--- config.mk ---
export PLATFORM = sky130hd
export DESIGN_NAME = keypad_digit_encoder
export DESIGN_NICKNAME = d
export VERILOG_FILES = /design/src/rtl/calc_pkg.sv /design/src/rtl/prio_enc10.sv /design/src/rtl/keypad_digit_encoder.sv
export SDC_FILE = /design/constraint.sdc
export NUM_CORES = 1
export LEC_CHECK = 0
export BUFFER_PORTS_ARGS = -buffer_cell sky130_fd_sc_hd__buf_2
export CELL_PAD_IN_SITES_DETAIL_PLACEMENT = 1
export CELL_PAD_IN_SITES_GLOBAL_PLACEMENT = 1
export CORE_UTILIZATION = 45
export CTS_CLUSTER_SIZE = 8
export DETAILED_ROUTE_END_ITERATION = 8
export PLACE_DENSITY = 0.89
export SYNTH_ARGS = -nofsm -noshare
export SYNTH_HDL_FRONTEND = slang
export SYNTH_SLANG_ARGS = --single-unit
--- constraint.sdc ---
create_clock -name clk -period 5 [get_ports clk]
set_input_delay 0.25 -clock clk [delete_from_list [all_inputs] [get_ports clk]]
set_output_delay 0.25 -clock clk [all_outputs]
set_load 0.1 [all_outputs]
--- src/rtl/calc_pkg.sv ---
// Shared types and widths for the keypad digit encoder: FSM states, key and
// digit widths, and the zero-extension used to present a digit as an operand.
package calc_pkg;

  localparam int DIGIT_W   = 4;
  localparam int NUM_KEYS  = 10;
  localparam int OPERAND_W = 32;

  typedef enum logic [1:0] {
    IDLE        = 2'd0,
    DEB_PRESS   = 2'd1,
    HELD        = 2'd2,
    DEB_RELEASE = 2'd3
  } kp_state_e;

  function automatic logic [OPERAND_W-1:0] zext_digit(input logic [DIGIT_W-1:0] digit);
    return {{(OPERAND_W - DIGIT_W){1'b0}}, digit};
  endfunction

endpackage

--- src/rtl/prio_enc10.sv ---
// Ten-input priority encoder: the lowest set bit wins, valid_o flags any bit set.
module prio_enc10
  import calc_pkg::*;
(
  input  logic [NUM_KEYS-1:0] vec_i,
  output logic [DIGIT_W-1:0]  idx_o,
  output logic                valid_o
);

  // Scan from the top down so the lowest set index is the last one written.
  always_comb begin
    idx_o   = {DIGIT_W{1'b0}};
    valid_o = 1'b0;
    for (int i = NUM_KEYS - 1; i >= 0; i--) begin
      idx_o   = vec_i[i] ? DIGIT_W'(i) : idx_o;
      valid_o = valid_o | vec_i[i];
    end
  end

endmodule

--- src/rtl/keypad_digit_encoder.sv ---
// Debounced ten-key digit encoder: synchronizes raw keys, debounces press and
// release, and reports the accepted digit with a held level and a new-digit strobe.
module keypad_digit_encoder
  import calc_pkg::*;
#(
  parameter int DEBOUNCE_CYCLES = 500000
) (
  input  logic                 clk,
  input  logic                 rst,
  input  logic [NUM_KEYS-1:0]  keys,
  output logic [OPERAND_W-1:0] number,
  output logic [1:0]           pressed
);

  localparam int                CNT_W    = $clog2(DEBOUNCE_CYCLES) + 1;
  localparam logic [CNT_W-1:0] CNT_LAST = CNT_W'(DEBOUNCE_CYCLES - 1);

  logic [NUM_KEYS-1:0] sync1_q, sync2_q;
  logic [NUM_KEYS-1:0] cap_q, cap_d;
  logic [CNT_W-1:0]    cnt_q, cnt_d;
  kp_state_e           state_q, state_d;
  logic [DIGIT_W-1:0]  num_q, num_d;
  logic                strobe_q, strobe_d;
  logic                held_q, held_d;
  logic [DIGIT_W-1:0]  enc_idx_s;
  logic                enc_valid_s;

  prio_enc10 u_enc (
    .vec_i   (sync2_q),
    .idx_o   (enc_idx_s),
    .valid_o (enc_valid_s)
  );

  // Two-flop synchronizer for the asynchronous key lines.
  always_ff @(posedge clk) begin
    if (rst) begin
      sync1_q <= {NUM_KEYS{1'b0}};
      sync2_q <= {NUM_KEYS{1'b0}};
    end else begin
      sync1_q <= keys;
      sync2_q <= sync1_q;
    end
  end

  // Debounce FSM next-state, counter and output decode.
  always_comb begin
    state_d  = state_q;
    cap_d    = cap_q;
    cnt_d    = cnt_q;
    num_d    = num_q;
    strobe_d = 1'b0;
    case (state_q)
      IDLE: begin
        cnt_d = CNT_W'(0);
        if (enc_valid_s) begin
          cap_d   = sync2_q;
          state_d = DEB_PRESS;
        end else begin
          state_d = IDLE;
        end
      end
      DEB_PRESS: begin
        if (sync2_q != cap_q) begin
          state_d = IDLE;
          cnt_d   = CNT_W'(0);
        end else if (cnt_q == CNT_LAST) begin
          state_d  = HELD;
          num_d    = enc_idx_s;
          strobe_d = 1'b1;
        end else begin
          cnt_d = cnt_q + CNT_W'(1);
        end
      end
      // A different nonzero pattern while held is deliberately ignored.
      HELD: begin
        if (!enc_valid_s) begin
          state_d = DEB_RELEASE;
          cnt_d   = CNT_W'(0);
        end else begin
          state_d = HELD;
        end
      end
      DEB_RELEASE: begin
        if (enc_valid_s) begin
          state_d = HELD;
          cnt_d   = CNT_W'(0);
        end else if (cnt_q == CNT_LAST) begin
          state_d = IDLE;
          cnt_d   = CNT_W'(0);
        end else begin
          cnt_d = cnt_q + CNT_W'(1);
        end
      end
      default: begin
        state_d = IDLE;
        cnt_d   = CNT_W'(0);
      end
    endcase
    held_d = (state_d == HELD) || (state_d == DEB_RELEASE);
  end

  // FSM state and registered outputs.
  always_ff @(posedge clk) begin
    if (rst) begin
      state_q  <= IDLE;
      cap_q    <= {NUM_KEYS{1'b0}};
      cnt_q    <= CNT_W'(0);
      num_q    <= {DIGIT_W{1'b0}};
      strobe_q <= 1'b0;
      held_q   <= 1'b0;
    end else begin
      state_q  <= state_d;
      cap_q    <= cap_d;
      cnt_q    <= cnt_d;
      num_q    <= num_d;
      strobe_q <= strobe_d;
      held_q   <= held_d;
    end
  end

  assign number  = zext_digit(num_q);
  assign pressed = {strobe_q, held_q};

endmodule

After elaboration in Yosys (flattened, before gate mapping). Index checks and enable logic that the tools add are counted.

Flip-flop bits (word level): 58. Input bits: 12. Output and inout bits: 34.

Add/subtract/negate cells: 1. Equality and inequality tests: 9. Muxes and demuxes: 24. Bitwise logic cells: 11. Reduce and logical (&&, ||, !) cells: 6.

Operators by type and width (number): 2-to-1 mux 20 bit (5); case mux 20 bit (4 select lines) (1); 2-to-1 mux 4 bit (10); adder 20 x 1 -> 20 bit (second input constant) (1); equality test 20 x 19 -> 1 bit (second input constant) (1); inequality test 10 bit (1); bitwise OR 1 bit (9); equality test 2 bit (second input constant) (4); 2-to-1 mux 2 bit (4); case mux 2 bit (4 select lines) (1); AND reduction 2 bit (2); 2-to-1 mux 1 bit (3); inequality test 3 bit (second input constant) (1); AND reduction 3 bit (1); OR reduction 3 bit (1); equality test 2 x 1 -> 1 bit (second input constant) (1); logical NOT 2 bit (1); inequality test 2 bit (second input constant) (1); inverter 1 bit (2); logical OR 1 bit (1).

Depth between registers and ports, before layout. Gate-level depths: netlist of run 1.

Word-level depth: 13. Gate-level depth with buffers: 8. Gate-level depth less buffers: 7.

By module. From an unflattened synthesis of run 1, not the netlist that was laid out.

Cell total of the unflattened synthesis: 316. Area total of the unflattened synthesis: 2842.7 µm².

By module, submodules not included: keypad_digit_encoder (instances 1, cells each 298, area each 2740.1 µm², sequential area each 1161.1 µm²); prio_enc10 (instances 1, cells each 18, area each 102.6 µm², sequential area each 0.0 µm²).

Least setup slack after synthesis of run 1. Ideal clock, no wire load.

Kind: reg-to-reg. Start point: register sync2_q[4]. End point: register cnt_q[9]. Setup time: 0.062 ns. Arrival time: 1.881 ns. Data required time: 4.938 ns. Slack: 3.056 ns. Stages on the path, launching flop included: 7. Path buffers: 0. Clock period less this slack: 1.944 ns. Cells stage by stage: dfxtp_1 xor2_1 nor4_2 nand4b_4 a211o_1 or4_1 nand3_1.

Longest elaborated chain between the ends: 7. Elaborated cells between the ends (all ways): 12.

Ends and longest elaborated chain: start: declaration (RTL line keypad_digit_encoder.sv:18) `logic [NUM_KEYS-1:0] sync1_q, sync2_q;`; start signal: assignment (RTL line keypad_digit_encoder.sv:38) `sync2_q <= {NUM_KEYS{1'b0}};`; start signal: assignment (RTL line keypad_digit_encoder.sv:41) `sync2_q <= sync1_q;`; bitwise OR 1 bit (5 in a row) (RTL line prio_enc10.sv:16) `valid_o = valid_o | vec_i[i];`; 2-to-1 mux 20 bit or inequality test 2 bit (tied branches); case mux 20 bit (4 select lines) or AND reduction 2 bit (tied branches); end signal: assignment (RTL line keypad_digit_encoder.sv:114) `cnt_q <= cnt_d;`; end: declaration (RTL line keypad_digit_encoder.sv:20) `logic [CNT_W-1:0] cnt_q, cnt_d;`.

Parallel ways exist; a longest one is shown, timed or not. A chain may end at the register's enable or synchronous reset.

Worst setup path after layout of run 1.
Start point: register cnt_q[0]. End point: register cnt_q[2].

Longest elaborated chain between the ends: 4. Elaborated cells between the ends (all ways): 9.

Ends and longest elaborated chain: adder 20 x 1 -> 20 bit or equality test 20 x 19 -> 1 bit (tied branches); 2-to-1 mux 20 bit (on tied branches) (RTL line keypad_digit_encoder.sv:87, keypad_digit_encoder.sv:66); 2-to-1 mux 20 bit (on tied branches) (RTL line keypad_digit_encoder.sv:84, keypad_digit_encoder.sv:63); case mux 20 bit (4 select lines) (RTL line keypad_digit_encoder.sv:52) `case (state_q)`.

Parallel ways exist; a longest one is shown, timed or not. The select of a mux whose other input is x is not followed.

==> flow_summary_export.csv, run 1 <==
group,metric,value,unit
yosys,ys_top_cells_by_area,"dfxtp_1 (41%), buf_4 (8.3%), nand2_1 (5.6%), nor2b_1 (5.3%), nand3_1 (4.8%)",
critical_path,criticalPathCategory,"reg -> reg",
layout,nNetsFinal,354,
layout,area_delta_synth_final,8.83,%
yosys,synth_adder_area_share,0.00444,
clocking,cts_tree,"done",
clocking,hold_buffers,0,
global_route,antenna_found_initial,0,
yosys,syn_inst,325,
sta,worst_slack,2.51,ns
min_path,hold_class,"in -> reg",
clocking,clkSinkCount,58,
drt,firstDrtPassIters,4,
layout,multiInputGateArea,1470,µm²
yosys,synth.yosys.seq_area_share,0.412,
sta,rsz0062_at_grt,"no",
drt,via_per_inst,5.40,
sta,finClkSkew,0.00817,ns
sta,worst_pin_slew,0.807,ns
place,pre_cts_slack,2.59,ns
clocking,cts_setup_buffers,0,
yosys,yosysTopAreaCellShare,0.412,
drt,routed_wl,6290,µm
outcome,status,"finished clean",
yosys,synth.distinct_cells,51,
pwr,vdd_drop_max,0.201,mV
layout,drive_above_1_share,0.128,
sta,fin_crit,2.49,ns
yosys,synth_compound_area_frac,0.113,
sta,fin_crit_sh,0.498,
clocking,ctsLongestPathBuffers,2,
clocking,clock_latency,0.34,ns
clocking,ctsResizeCount,0,
layout,antenna_cells,0,
die,dieArea,6580,µm²
pwr,seqPwrFrac,0.415,
drt,drt_iter0_markers,78,
pwr,p_comb_frac,0.135,
global_route,grt-ovfl-total,0,
place,place_congestion,0.808,
global_route,grt_max_degree,42,
layout,seqCellArea,1160,µm²
yosys,yosys_register_bits,58,
clocking,cts_buffers,9,
clocking,cts_root_buf,"clkbuf_8",
die,rows,28,
drt,wire_per_inst,15.0,µm
pwr,p_leak,0.00123,µW
yosys,avgSynthCellArea,8.67,µm²
yosys,ys_warn_count,0,
die,io_pins,46,
pwr,p_int,842,µW
yosys,async_flop_share,0,
die,start_util,0.471,
sta,slew_viol_final,0,
sta,fmax,402,MHz
yosys,muxShareOfSynthArea,0.0142,
critical_path,arrival,2.75,ns
sta,setup_violations,0,
pwr,power.density,381,nW/µm²
critical_path,critPathMaxFanout,15,
drt,drc,0,
pwr,clock_power_share,0.449,
global_route,grt_pass1_wl,10500,µm
yosys,synth-simple-area-share,0.321,
drt,vias,2269,
clocking,clk_pin_slew_worst_paths,0.06,ns
sta,whs,0.120,ns
global_route,grt_usage,0.213,
sta,hold_viol,0,
drt,ant_nets,0,
yosys,synth-xor-area-share,0.0311,
die,die_y,81.1,µm
yosys,synth_top_family_by_area,"simple AND/OR/NAND/NOR gates",
yosys,synth_area,2820,µm²
yosys,ys.flop_type,"dfxtp_1",
run,drv_cap,0,
place,portBuffers,17,
critical_path,setup.worst_path.start_class,"register",
place,hpwl,4440,µm
critical_path,worstSetupEndpointType,"register",
sta,relSlewSlack,0.462,
pwr,switchingPower,327,µW
die,die_w,81.1,µm
pwr,swShare,0.280,
die,core,5990,µm²
yosys,synth_top_area_cell,"dfxtp_1",
global_route,grt_pass1_vias,2226,
clocking,cts-htree-levels,3,
layout,fill_cells,722,
yosys,synth-edff-count,0,
critical_path,required,5.26,ns
sta,setup_tns,0,ns
==> cell usage in the layout (no fill, tap or decap), types with 7 or more instances in the layout <==
master / instances
dfxtp_1: 58
nand2_1: 42
conb_1: 28
nand3_1: 27
nor2b_1: 24
nor2_1: 17
buf_2: 17
a21oi_1: 14
xor2_1: 10
clkbuf_8: 10
or3_1: 7
==> critical path: stages, from the launching register on <==
cell	delay, ns
dfxtp_1	0.43
ha_1	0.29
and3_1	0.22
nand2_1	0.11
or4_1	0.45
o21ai_2	0.56
a22oi_1	0.20
o21ai_1	0.14
==> registers in the layout, indices dropped and copies added (netlist names) <==
register,count
cap_q,10
sync1_q,10
strobe_q,1
state_q,2
sync2_q,10
held_q,1
num_q,4
cnt_q,20
==> metrics by stage <==
stage	instance area (µm²)	instances	total power [µW]	utilization
after floorplan	2920	352	652	-
after global placement	2830	405	650	0.472
after detailed placement	2830	405	653	0.472
after CTS	3070	420	1180	0.512
after global routing	3070	420	1210	0.512
final	3070	420	1170	0.512
==> cell usage after synthesis (2+ instances only) <==
cell	number
o311ai_1	2
buf_4	31
nand3b_1	2
a22oi_1	6
and3_1	4
nand4_1	4
o31ai_1	2
o21ai_0	3
nand3_1	27
a211o_1	2
or4_1	6
xor2_1	10
nor2_1	17
nand2b_1	2
o21bai_1	2
nand2_1	42
nor2b_1	24
clkbuf_1	6
o211ai_1	3
a21oi_1	14
mux2i_1	4
nor3_1	5
o21ai_1	3
nor4_1	3
inv_1	5
nor4_2	3
a31oi_1	5
and2_1	2
or3_1	7
dfxtp_1	58
==> routing by layer <==
layer | part of all wire | wire length [µm] | vias up | GRT usage
met5 | 0 | 0 | - | 0
met4 | 0.021 | 130 | 0 | 0.107
met3 | 0.046 | 288 | 11 | 0.0539
met2 | 0.48 | 3030 | 69 | 0.350
met1 | 0.45 | 2840 | 1074 | 0.257
li1 | - | - | 1115 | -
==> power groups by stage <==
| stage | logic (µW) | registers, µW | clock network, µW |
|---|---|---|---|
| detailed placement | 158 | 496 | 0 |
| finish | 158 | 485 | 526 |
| CTS | 159 | 485 | 538 |
| floorplan | 159 | 492 | 0 |
| global route | 166 | 487 | 562 |
| global placement | 155 | 494 | 0 |
==> cell type report <==
class,count,area share
repair buffers,17,0.0277
clock buffers,10,0.0449
multi-input cells,250,0.479
flip-flops and latches,58,0.378
well taps,75,0.0306
clock inverters,5,0.0334
inverters,5,0.00612
==> logic make-up (layout without fill, tap and decap cells) <==
| kind of cell | count (synthesis) | in the layout |
|---|---|---|
| other | 1 | 28 |
| AO/OA/AOI/OAI | 48 | 48 |
| flip-flops | 58 | 58 |
| AND/OR/NAND/NOR | 159 | 159 |
| adder cells (fa/ha/maj) | 1 | 1 |
| XOR/XNOR | 10 | 10 |
| buffers and inverters | 44 | 37 |
| multiplexers | 4 | 4 |
==> final timing paths <==
check | cells past startpoint | start | to | slack, ns
setup / recovery | 7 | cnt_q[0] | cnt_q[2] | 2.51
hold reg to reg | 1 | sync1_q[1] | sync2_q[1] | 0.44
hold / removal | 2 | keys[7] | sync1_q[7] | 0.12
setup reg to reg | 7 | cnt_q[0] | cnt_q[2] | 2.51
Power figures use the tool's default switching activity.
==> run 2: changes to the inputs <==
--- a/config.mk
+++ b/config.mk
@@ -8,10 +8,10 @@
 export BUFFER_PORTS_ARGS = -buffer_cell sky130_fd_sc_hd__buf_2
 export CELL_PAD_IN_SITES_DETAIL_PLACEMENT = 1
 export CELL_PAD_IN_SITES_GLOBAL_PLACEMENT = 1
-export CORE_UTILIZATION = 45
+export CORE_UTILIZATION = 42
 export CTS_CLUSTER_SIZE = 8
 export DETAILED_ROUTE_END_ITERATION = 8
-export PLACE_DENSITY = 0.89
+export PLACE_DENSITY = 0.84
 export SYNTH_ARGS = -nofsm -noshare
 export SYNTH_HDL_FRONTEND = slang
 export SYNTH_SLANG_ARGS = --single-unit
==> constraint.sdc (replaced) <==
create_clock -name clk -period 2.5 [get_ports clk]
set_input_delay 0.125 -clock clk [delete_from_list [all_inputs] [get_ports clk]]
set_output_delay 0.125 -clock clk [all_outputs]
set_load 0.1 [all_outputs]
==> run 2 against run 1 <==
The flow now finishes with violations (DRC). Die area rose by 7.0%. Wire length rose by 4.3%. Final area rose by 6.4%. Sequential power rose by 100%. Sequential cell count did not move. Global-route usage fell by 1.7 points. Via count rose by 3.8%. Worst hold slack got worse by 0.10 ns. Register-to-register slack got worse by 2.3 ns. Sequential share of layout area fell by 2.3 points. Critical path type unchanged. Largest cell class unchanged. Largest power group unchanged. Highest routed layer unchanged.
==> flow_summary_export.csv, run 2 (synthesis results as in run 1) <==
group,metric,value,unit
pwr,p_leak,0.00133,µW
pwr,seqPwrFrac,0.387,
die,core,6420,µm²
die,dieArea,7040,µm²
die,rows,29,
clocking,cts_buffers,9,
outcome,violations,"DRC",
pwr,vdd_drop_max,0.572,mV
global_route,grt_pass1_vias,2321,
critical_path,critPathMaxFanout,13,
die,die_w,83.9,µm
pwr,power.density,765,nW/µm²
min_path,holdPathEnd,"sync1_q[8]",
layout,drive_above_1_share,0.149,
drt,routed_wl,6570,µm
clocking,clkSinkCount,58,
global_route,grt_max_degree,38,
drt,drt_iter0_markers,133,
sta,setup_violations,0,
global_route,grt_usage,0.197,
clocking,clk_pin_slew_worst_paths,0.07,ns
run,drv_cap,0,
sta,fmax,428,MHz
drt,wire_per_inst,14.9,µm
layout,area_delta_synth_final,15.8,%
pwr,clock_power_share,0.473,
global_route,grt-ovfl-total,0,
min_path,hold_class,"in -> reg",
sta,slew_viol_final,0,
pwr,switchingPower,685,µW
layout,final_cell_mix,"dfxtp_1 (58), nand2_1 (42), conb_1 (28)",
critical_path,worstSetupEndpointType,"register",
place,place_congestion,0.799,
drt,drc,4,
pwr,p_comb_frac,0.139,
layout,final_common_cell,"dfxtp_1",
critical_path,cp_num_buf_inv,0,
place,portBuffers,17,
critical_path,required,2.79,ns
sta,worst_pin_slew,0.619,ns
drt,via_per_inst,5.35,
outcome,status,"finished, violations left",
clocking,clock_latency,0.35,ns
drt,firstDrtPassIters,6,
critical_path,arrival,2.62,ns
sta,fin_crit_sh,0.934,
die,die_y,83.9,µm
pwr,p_int,1810,µW
clocking,cts-htree-levels,3,
critical_path,setup.worst_path.start_class,"register",
critical_path,r2r_cells,6,
min_path,min_path_cells,2,
sta,fin_crit,2.34,ns
layout,largest_register_ffs,20,
clocking,cts_root_buf,"clkbuf_8",
sta,finClkSkew,0.0120,ns
global_route,grt_pass1_wl,10800,µm
layout,nNetsFinal,371,
layout,antenna_cells,0,
drt,vias,2355,
min_path,hp-start,"keys[8]",
sta,whs,0.0176,ns
critical_path,r2r_end,"cnt_q[10]",
sta,hold_viol,0,
critical_path,criticalPathCategory,"reg -> reg",
clocking,cts_tree,"done",
place,hpwl,4500,µm
drt,ant_nets,0,
critical_path,r2r_setup_slack,0.16,ns
critical_path,slowest_stage,"or4_1",
sta,relSlewSlack,0.583,
clocking,ctsLongestPathBuffers,2,
critical_path,slowest_delay,0.49,ns
critical_path,r2r_start,"sync2_q[4]",
layout,final_core_utilization,0.508,
global_route,antenna_found_initial,0,
critical_path,crit_family,"simple AND/OR/NAND/NOR gates",
layout,largest_register,"cnt_q",
die,io_pins,46,
pwr,swShare,0.274,
die,start_util,0.439,
critical_path,path_cells,"xor2_1 > nor4_2 > nand4b_4 > a211o_2 > or4_1 > nand3_1",
[run 2: worst max path at each step]
stage / startpoint / endpoint / slack (ns) / depth (start not counted)
3_5_place_dp: sync2_q[4] / cnt_q[10] / 0.19 / 6
6_report: sync2_q[4] / cnt_q[10] / 0.16 / 6
4_1_cts: sync2_q[4] / cnt_q[10] / 0.16 / 6
2_1_floorplan: sync2_q[4] / cnt_q[9] / 0.56 / 6
5_1_grt: sync2_q[4] / cnt_q[10] / -0.01 / 6
3_3_place_gp: sync2_q[4] / cnt_q[10] / 0.25 / 6
[run 2: layout make-up]
cell class	instances	area, µm²
Sequential cell	58	1160
Timing Repair Buffer	34	235
Tap cell	77	96.3
Clock inverter	6	138
Multi-Input combinational cell	250	1480
Inverter	5	18.8
Fill cell	752	3160
Clock buffer	10	138
[run 2: stage by stage]
stage                     cells  worst slack [ns]  total power [µW]  area (µm²)  TNS (ns)
after floorplan             352             0.556              1300        2920         0
after global placement      415             0.253              1310        2890         0
after detailed placement    415             0.185              1320        2890         0
final                       440             0.164              2500        3270         0
after CTS                   439             0.160              2520        3250         0
after global routing        440           -0.0123              2590        3270   -0.0123
[run 2: power by group through the flow]
stage	Combinational, µW	Clock, µW	Sequential, µW
after CTS	344	1210	966
after global placement	325	0	985
final	348	1180	968
after detailed placement	330	0	987
after global routing	366	1250	969
after floorplan	319	0	984
[run 2: layer usage]
layer,part of all wire,global-route usage,up-vias,routed length (µm)
met5,0,0,-,0
met4,0.028,0.103,0,181
met3,0.038,0.0603,17,247
met2,0.49,0.323,60,3210
met1,0.45,0.230,1127,2930
li1,-,-,1151,-
[run 2: what timing repair did]
item | CTS | global route
endpoints found under the setup margin | 0 | 2
resized for setup | 0 | 2
hold buffers | 8 | 1
hold endpoints to repair | 8 | 1
buffers inserted | 0 | 0
==> run 3: changes to the inputs <==
--- a/config.mk
+++ b/config.mk
@@ -12,6 +12,7 @@
 export CTS_CLUSTER_SIZE = 8
 export DETAILED_ROUTE_END_ITERATION = 8
 export PLACE_DENSITY = 0.84
+export REMOVE_ABC_BUFFERS = 1
 export SYNTH_ARGS = -nofsm -noshare
 export SYNTH_HDL_FRONTEND = slang
 export SYNTH_SLANG_ARGS = --single-unit
==> run 3 against run 2 <==
The run still ends with DRC left. Maximum frequency grew 2.0%. Largest power group unchanged. Global-route usage about the same. Worst hold slack lost 0.0045 ns. First-iteration DRC count fell by 32%. Utilization shrank 0.90 points. Critical endpoint unchanged. Critical path type unchanged. Wire length fell by 3.1%. Clock skew fell by 0.0015 ns.
==> flow_summary_export.csv, run 3 (synthesis results as in run 1) <==
group,metric,value,unit
outcome,status,"finished, violations left",
outcome,violations,"DRC",
critical_path,criticalPathCategory,"reg -> reg",
critical_path,required,2.78,ns
sta,fin_crit,2.29,ns
pwr,power.density,737,nW/µm²
place,place_congestion,0.786,
sta,finClkSkew,0.0105,ns
clocking,ctsResizeCount,0,
place,portBuffers,17,
drt,wire_per_inst,14.5,µm
layout,largest_register,"cnt_q",
global_route,use_met2,0.346,
clocking,clk_pin_slew_worst_paths,0.07,ns
drt,ant_nets,0,
clocking,cts_setup_buffers,0,
layout,largest_register_ffs,20,
pwr,seqPwrFrac,0.409,
drt,firstDrtPassIters,9,
sta,slew_viol_final,0,
sta,hold_viol,0,
die,rows,29,
critical_path,path_cells,"xor2_1 > nor4_2 > nand4b_4 > a211o_1 > or4_1 > nand3_1",
sta,setup_violations,0,
global_route,grt-busiest-layer,"met2",
global_route,grt-ovfl-total,0,
layout,antenna_cells,0,
clocking,clkSinkCount,58,
layout,final_cell_mix,"dfxtp_1 (58), nand2_1 (42), conb_1 (28)",
sta,rsz0062_at_grt,"no",
die,die_w,83.9,µm
drt,via_per_inst,5.31,
pwr,vdd_drop_max,0.403,mV
global_route,grt_util_met3,0.0534,
pwr,p_comb_frac,0.145,
sta,worst_pin_slew,0.542,ns
critical_path,slowest_stage,"or4_1",
die,die_y,83.9,µm
sta,worst_slack,0.209,ns
clocking,cts_tree,"done",
clocking,clock_latency,0.35,ns
sta,fin_crit_sh,0.916,
place,dp_cells,416,
critical_path,critPathMaxFanout,13,
clocking,cts_buffers,9,
sta,fmax,437,MHz
die,dieArea,7040,µm²
drt,vias,2327,
layout,final_common_cell,"dfxtp_1",
pwr,power,2370,µW
global_route,antenna_found_initial,0,
global_route,grt_pass1_vias,2365,
die,io_pins,46,
pwr,switchingPower,664,µW
critical_path,setup.worst_path.start_class,"register",
global_route,grt_pass1_wl,10900,µm
global_route,grt_usage,0.196,
pwr,swShare,0.281,
layout,drive_above_1_share,0.147,
run,drv_cap,0,
drt,drc,5,
clocking,hold_buffers,7,
min_path,hold_class,"in -> reg",
drt,drt_iter0_markers,90,
pwr,clock_power_share,0.447,
layout,area_delta_synth_final,13.8,%
layout,final_cells,438,
critical_path,slowest_delay,0.52,ns
layout,nNetsFinal,370,
global_route,grt.met1_usage,0.216,
die,start_util,0.439,
critical_path,arrival,2.57,ns
clocking,cts_root_buf,"clkbuf_8",
global_route,grt_max_degree,35,
sta,setup_tns,0,ns
clocking,cts-htree-levels,3,
sta,relSlewSlack,0.635,
pwr,p_leak,0.00131,µW
place,hpwl,4550,µm
place,pre_cts_slack,0.218,ns
critical_path,worstSetupEndpointType,"register",
drt,routed_wl,6360,µm
clocking,ctsLongestPathBuffers,2,
die,core,6420,µm²
pwr,p_int,1700,µW
run 3: worst max-delay path: cells and delay by family, from the launching register on:
kind	cells	cell delay (ns)
xor+xnor	1	0.13
flops	1	0.42
compound gates	1	0.47
simple gates	4	1.20
run 3: layout make-up:
cell class	instances	area, µm²
timing repair buffer	33	223
multi-input combinational	250	1470
inverter	5	18.8
fill	793	3210
clock inverter	5	103
tap	77	96.3
sequential	58	1160
clock buffer	10	138
run 3: layer usage:
layer  wire, µm  up-vias
met5          0        -
met4        110        0
met3        192       11
met2       3350       40
met1       2710     1123
li1           -     1153
run 3: stage by stage:
step | util | hold slack, ns | cell area (µm²)
4_1_cts | 0.500 | 0.00339 | 3210
5_1_grt | 0.500 | 0.0178 | 3210
6_report | 0.500 | 0.0131 | 3210
2_1_floorplan | - | 0.194 | 2650
3_5_place_dp | 0.451 | 0.342 | 2900
3_3_place_gp | 0.451 | 0.331 | 2900
run 3: final timing paths:
check,startpoint,endpoint,slack (ns),cells after the start
worst max-delay path,sync2_q[4],cnt_q[10],0.21,6
worst max register to register,sync2_q[4],cnt_q[10],0.21,6
worst min-delay path,keys[7],sync1_q[7],0.01,2
worst min register to register,sync1_q[4],sync2_q[4],0.44,1
run 3: power by group through the flow:
| stage | registers (µW) | clock network [µW] | logic, µW |
|---|---|---|---|
| 4_1_cts | 967 | 1080 | 342 |
| 6_report | 967 | 1060 | 342 |
| 3_5_place_dp | 987 | 0 | 333 |
| 2_1_floorplan | 984 | 0 | 276 |
| 5_1_grt | 969 | 1120 | 361 |
| 3_3_place_gp | 985 | 0 | 328 |
